$ cat src/rtl/cdb_arbiter.sv
// rtl/cdb_arbiter.sv - round-robin arbiter driving the registered Common Data Bus
module cdb_arbiter #(
  parameter int NUM_REQ = 4,
  parameter int TAG_W   = 5,
  parameter int DATA_W  = 32,
  localparam int SRC_W  = (NUM_REQ > 1) ? $clog2(NUM_REQ) : 1
) (
  input  logic                      clock,
  input  logic                      reset,
  input  logic                      squash,
  input  logic [NUM_REQ-1:0]        req_valid,
  input  logic [NUM_REQ*TAG_W-1:0]  req_tag,
  input  logic [NUM_REQ*DATA_W-1:0] req_data,
  output logic [NUM_REQ-1:0]        req_ready,
  output logic                      cdb_valid,
  output logic [TAG_W-1:0]          cdb_tag,
  output logic [DATA_W-1:0]         cdb_data,
  output logic [SRC_W-1:0]          cdb_src,
  output logic                      err_tag0
);

  logic [SRC_W-1:0]  rr_ptr_q, rr_ptr_d;
  logic              cdb_valid_q;
  logic [TAG_W-1:0]  cdb_tag_q;
  logic [DATA_W-1:0] cdb_data_q;
  logic [SRC_W-1:0]  cdb_src_q;
  logic              err_tag0_q;

  logic [NUM_REQ-1:0] tag_zero;
  logic [NUM_REQ-1:0] elig;
  logic [NUM_REQ-1:0] elig_hi;
  logic               use_hi;
  logic               grant_any;
  logic [SRC_W-1:0]   grant_idx;

  // Qualify requests: tag 0 is the map table's "no tag" and can never be broadcast.
  always_comb begin
    tag_zero = '0;
    elig     = '0;
    elig_hi  = '0;
    for (int i = 0; i < NUM_REQ; i++) begin
      tag_zero[i] = req_valid[i] && (req_tag[i*TAG_W +: TAG_W] == '0);
      elig[i]     = req_valid[i] && !tag_zero[i] && !squash && !reset;
      elig_hi[i]  = elig[i] && (i >= int'(rr_ptr_q));
    end
  end

  // Rotating priority: lowest eligible index at or above rr_ptr, else lowest overall.
  always_comb begin
    use_hi    = |elig_hi;
    grant_any = |elig;
    grant_idx = '0;
    for (int i = NUM_REQ - 1; i >= 0; i--) begin
      if (use_hi ? elig_hi[i] : elig[i]) begin
        grant_idx = SRC_W'(i);
      end
    end
    req_ready = grant_any ? ({{(NUM_REQ-1){1'b0}}, 1'b1} << grant_idx) : '0;
    if (!grant_any) begin
      rr_ptr_d = rr_ptr_q;
    end else if (grant_idx == SRC_W'(NUM_REQ - 1)) begin
      rr_ptr_d = '0;
    end else begin
      rr_ptr_d = grant_idx + 1'b1;
    end
  end

  // Register the granted word onto the CDB; idle cycles broadcast all zeros.
  always_ff @(posedge clock) begin
    if (reset) begin
      rr_ptr_q    <= '0;
      cdb_valid_q <= 1'b0;
      cdb_tag_q   <= '0;
      cdb_data_q  <= '0;
      cdb_src_q   <= '0;
      err_tag0_q  <= 1'b0;
    end else begin
      rr_ptr_q    <= rr_ptr_d;
      cdb_valid_q <= grant_any;
      cdb_tag_q   <= grant_any ? req_tag[grant_idx*TAG_W +: TAG_W] : '0;
      cdb_data_q  <= grant_any ? req_data[grant_idx*DATA_W +: DATA_W] : '0;
      cdb_src_q   <= grant_any ? grant_idx : '0;
      err_tag0_q  <= err_tag0_q | (|tag_zero);
    end
  end

  assign cdb_valid = cdb_valid_q;
  assign cdb_tag   = cdb_tag_q;
  assign cdb_data  = cdb_data_q;
  assign cdb_src   = cdb_src_q;
  assign err_tag0  = err_tag0_q;

endmodule

$ cat config.mk
export PLATFORM = sky130hd
export DESIGN_NAME = cdb_arbiter
export DESIGN_NICKNAME = d
export VERILOG_FILES = /design/src/rtl/cdb_arbiter.sv
export SDC_FILE = /design/constraint.sdc
export NUM_CORES = 1
export LEC_CHECK = 0
export CAP_MARGIN = 10
export CORE_MARGIN = 2
export CORE_UTILIZATION = 34
export CTS_CLUSTER_SIZE = 8
export DETAILED_ROUTE_END_ITERATION = 16
export PLACE_DENSITY = 0.86
export SYNTH_ARGS = -nofsm -noshare
export SYNTH_HDL_FRONTEND = slang
export SYNTH_SLANG_ARGS = --single-unit
$ cat constraint.sdc
create_clock -name clock -period 5.5 [get_ports clock]
set_input_delay 1.65 -clock clock [delete_from_list [all_inputs] [get_ports clock]]
set_output_delay 1.65 -clock clock [all_outputs]
set_load 0.005 [all_outputs]
* Word level (Yosys, flattened, before mapping)
Index checks and enable logic that the tools add are counted.
Widths: inputs -> output; s select.
** Word-level totals
- Input bits :: 155
- Output and inout port bits :: 45
- Logic and storage cells :: 59
- Flip-flop bits (word level) :: 43
** Operators by class
- $add $sub $neg :: 1
- Equal/unequal tests :: 1
- Reduce and logical (&&, ||, !) cells :: 33
- Mux-type cells :: 9
- Shift-type cells :: 3
- Bitwise operators :: 2
- Multipliers :: 1
- $lt $le $gt $ge :: 3
** Operator list (number)
- $shiftx 128x8->32 :: 1
- $logic_not 5->1 :: 4
- $shiftx 20x6->5 :: 1
- $logic_and 1x1->1 :: 19
- $reduce_or 4->1 :: 3
- $mux 2 :: 5
- $logic_not 1->1 :: 6
- $mul 2x3->5 const B :: 1
- $ge 1x2->1 const A :: 2
- $mux 4 :: 1
- $shl 1x2->4 const A :: 1
- $mux 1 :: 3
- $add 2x1->2 const B :: 1
- $eq 2x2->1 const B :: 1
- $ge 2x2->1 const A :: 1
- $reduce_or 2->1 :: 1
- $not 1->1 :: 1
- $or 1x1->1 :: 1

* Longest topological paths before layout
- Depth in word-level cells :: 14
- Depth in mapped cells :: 9
- Mapped depth without buffers :: 7

* Least setup slack after synthesis
No wires, ideal clock.
- Path kind :: input-to-output
- Start :: input port req_tag[15]
- End :: output port req_ready[3]
- Slack :: 0.404 ns
- Data required time :: 3.850 ns
- Path buffers :: 2
- Arrival time :: 3.446 ns
- Stages on the path :: 8
- Path through :: or4_4 -> o21a_1 -> o211a_1 -> a31o_2 -> buf_4 -> buf_4 -> ha_1 -> and2_1
** Between the ends
- Cells in the longest elaborated chain, start to end :: 13
- Elaborated cells on any way between the ends :: 17
- Those cells by class :: shift (1); mux (8); reduce/logical (8)
** RTL lines
- start: declaration :: RTL line 12 : input logic [NUM_REQ*TAG_W-1:0] req_tag,
- $logic_not 5->1 (*) :: RTL line 42 : tag_zero[i] = req_valid[i] && (req_tag[i*TAG_W +: TAG_W] == '0);
- $logic_and 1x1->1 (*) :: RTL line 42
- $logic_not 1->1 (*) :: RTL line 43 : elig[i] = req_valid[i] && !tag_zero[i] && !squash && !reset;
- $logic_and 1x1->1 (*) (3 in a row) :: RTL line 43
- $reduce_or 4->1 :: RTL line 50 : use_hi = |elig_hi;
- $mux 1 :: RTL line 54 : if (use_hi ? elig_hi[i] : elig[i]) begin
- $mux 2 (2 in a row) :: RTL line 54
- $mux 2 (*) :: RTL line 54
- via grant_idx[1] :: RTL line 34 : logic [SRC_W-1:0] grant_idx;
- $shl 1x2->4 (*) :: RTL line 58 : req_ready = grant_any ? ({{(NUM_REQ-1){1'b0}}, 1'b1} << grant_idx) : '0;
- $mux 4 (*) :: RTL line 58
- end: declaration :: RTL line 14 : output logic [NUM_REQ-1:0] req_ready,
Mark *: on every way through the listed nets, which the timed path passes. The rest lies on a longest branch.

* Worst setup path after layout
- Start :: input port req_tag[15]
- End :: output port req_ready[2]
** Between the ends
- Cells in the longest elaborated chain, start to end :: 13
- Elaborated cells on any way between the ends :: 17
- Those cells by class :: shift (1); mux (8); reduce/logical (8)
** RTL lines (RTL line)
- $logic_not 5->1 (*) :: 42
- $logic_and 1x1->1 (*) :: 42
- $logic_not 1->1 (*) :: 43
- $logic_and 1x1->1 (*) (3 in a row) :: 43
- $reduce_or 4->1 :: 50
- $mux 1 :: 54
- $mux 2 (3 in a row) :: 54
- $shl 1x2->4 :: 58
- $mux 4 (*) :: 58
Every way passes the cells marked *; elsewhere a longest branch is shown, timed or not.

==> impl_results.md <==
- Clock buffer depth: 2
- Starting density of the core: 35.2%
- Fin Setup TNS: 0 ns
- Tightest Pin Transition: 0.580 ns
- DIE AREA: 8220 sq um
- Complex-gate fraction of the synthesized area: 33.9%
- Die H: 90.7 um
- Fin nets: 686
- Worst reg-to-reg setup slack: 3.33 ns
- Die Wd: 90.7 um
- Peak supply drop: 0.121 mV
- Clk_skew: 0.00480 ns
- Total Routed Length: 10.6 mm
- Post-CTS Hold Fix Bufs: 0
- Clock slew at reported path FFs: 0.08 ns
- Combinational share of power: 34.5%
- Seq pwr share: 40.9%
- Max Cap Violations: 0
- Syn Nets: 478
- Register area share after synthesis: 33.7%
- First-pass DRT Iterations: 4
- Crit. End Element: output pin
- RSZ-0062 raised after global routing: false
- Post-route ant nets: 0
- Fmax: 185 MHz
- Worst skew pair latency: 0.29 ns
- Placer congestion estimate: 0.906
- DR vias/cell: 5.65
- Crit path DAT: 3.76 ns
- H-tree depth: 2
- Crit Path Max Fanout: 6
- Area grow syn2layout: 90.4%
- Worst-path cell chain: dlygate4sd2_1, or4_4, o21a_1, buf_4, o211a_1, a31o_4, ha_1, and2_1, clkdlybuf4s15_1
- Hold_ws: 0.567 ns
- Final setup fails: 0
- Vias: 3539
- Slew HR: 61.3%
- Ant. Diodes: 0
- CTS tree: done
- Wire length per cell: 17.0 um
- P_leak: 1.69 nW
- Max incr delay on CP: 0.54 ns
- Synth Area in Simple Gates: 21.6%
- CP max-delay cell: or4_4
- Placed inst area: 4700 sq um
- Initial DRC count: 174
- Worst Setup Path Type: primary input to output pin
- Largest net degree at the start of global routing: 58
- Cells after Synth: 319
- Layout cells sized above 1: 10.8%
- Status: finished, final reports clean
- Synthesized area: 2550 sq um
- Post-Syn Area per Cell: 8.01 sq um
- Class of the worst hold path: flop to flop
- I/O Pins: 200
- Post-Synth XOR/XNOR Area: 0%
- Commonest cells after routing, fill and taps aside: 184 x clkdlybuf4s50_1, 43 x dfxtp_1, 38 x a211oi_1, 38 x nand3_1, 38 x a31oi_1
- Total GRT Usage: 24.7%
- Number of remaining DRC errors: 0
- Num CTS Buffers: 5
- Largest family of logic cells by synthesized area: compound AO/OA/AOI/OAI gates
- # port buffers: 199
- Global-route wire length before repair: 16.8 mm
- Pwr/cell area: 173 nW/um^2
- Final Power: 0.000842 W
- Mux share of post-synthesis cell area: 0.392%
- Std cell rows: 31
- Fin. Hold Viols: 0
- Clk network pwr share: 24.6%
- Final worst path period share: 98.4%
- GRT Residual Overflow: 0
- Critical Path RT: 3.85 ns
- Post-Synth Adder-Cell Area: 1.96%
- CTS sink cnt: 43
- Sw power: 0.000227 W
- Switching Share: 27.0%
- Post-Layout Inst Area: 4860 sq um
- Int Power: 0.000615 W
- Vias in the first global route: 3474
- Commonest non-fill, non-tap cell in the layout: clkdlybuf4s50_1
- Worst Setup Start Kind: primary input
- Core area: 7250 sq um
- Flip-flop and latch count after synthesis: 43
- Warnings from Yosys: 0
- Synth unique cells: 37
- Final core utilization: 67.1%
- Initial antenna violation count: 0
- Clk root buf: clkbuf_8
- Max Slew Vio Count: 0
- Dpl hpwl: 7.88 mm
- Fin crit period: 5.41 ns
-- synthesized netlist by cell type (all sizes together) --
master,number,area share [%]
a211oi,38,11
a21o,1,0.29
a21oi,1,0.20
a221oi,1,0.34
a22oi,2,0.59
a31o,2,0.69
a31oi,38,9.3
and2,6,1.6
buf,24,6.2
clkbuf,11,1.6
clkinv,1,0.20
dfxtp,43,34
ha,4,2.0
inv,3,0.44
mux2i,1,0.39
nand2,1,0.15
nand2b,1,0.25
nand3,38,7.4
nand4,37,9.1
nor2,9,1.4
nor2b,1,0.25
nor3,1,0.20
nor4,1,0.25
o211a,1,0.39
o211ai,4,1.2
o21a,3,0.88
o21ai,41,8.0
o221a,1,0.44
o31a,1,0.34
or4,3,1.0
-- critical path: cells and delay by family --
kind,cells,cell delay [ns]
compound gates,3,0.67
fa+ha+maj,1,0.18
buf+inv,3,0.59
simple gates,2,0.67
-- metrics by stage --
| stage | worst slack (ns) | std cells |
|---|---|---|
| after floorplan | 0.404 | 319 |
| after global placement | -0.322 | 610 |
| after detailed placement | -0.375 | 610 |
| after CTS | 0.0227 | 623 |
| after global routing | 0.00728 | 626 |
| final | 0.0854 | 626 |
-- sequential cells by signal, indices dropped and copies added (netlist names) --
signal	count
cdb_src	2
rr_ptr_q	2
err_tag0	1
cdb_valid	1
cdb_tag	5
cdb_data	32
-- logic make-up (layout without fill, tap and decap cells) --
kind of cell / after synthesis / count (layout)
simple gates: 98 / 98
mux: 1 / 1
buf+inv: 39 / 247
flops: 43 / 43
compound gates: 134 / 134
fa+ha+maj: 4 / 4
-- cell type report --
class                      instances  area (sq um)
clock inverter                     1          5.00
inverter                           4          20.0
fill                             624          2390
multi-input combinational        237          1520
sequential                        43           861
clock buffer                       6          82.6
timing repair buffer             236          2250
tap                               99           124
-- repair_timing --
item,CTS,global route
endpoints found under the setup margin,4,4
endpoints found under the hold margin,0,0
pin swaps,10,9
gates resized for setup,21,6
buffers inserted,6,3
-- power by group through the flow --
| stage | Clock (W) | Combinational, W | Sequential (W) |
|---|---|---|---|
| 2_1_floorplan | 0 | 0.0000858 | 0.000355 |
| 3_3_place_gp | 0 | 0.000279 | 0.000351 |
| 3_5_place_dp | 0 | 0.000285 | 0.000352 |
| 4_1_cts | 0.000212 | 0.000288 | 0.000345 |
| 5_1_grt | 0.000230 | 0.000311 | 0.000347 |
| 6_report | 0.000207 | 0.000290 | 0.000344 |
-- routing by layer --
metal | vias up | global-route usage, % | wire length (um)
li1 | 1689 | - | -
met1 | 1668 | 28.2 | 4230
met2 | 172 | 45.7 | 5520
met3 | 10 | 5.93 | 792
met4 | 0 | 6.15 | 97
met5 | - | 0 | 0
-- path summary, 6_finish.rpt --
check / startpoint / depth (start not counted) / to
setup / recovery: req_tag[15] / 9 / req_ready[2]
hold / removal: rr_ptr_q[0] / 2 / rr_ptr_q[0]
setup reg to reg: rr_ptr_q[1] / 7 / cdb_data[0]
hold reg to reg: rr_ptr_q[0] / 2 / rr_ptr_q[0]
No activity file was read; power rests on OpenSTA's default activity.
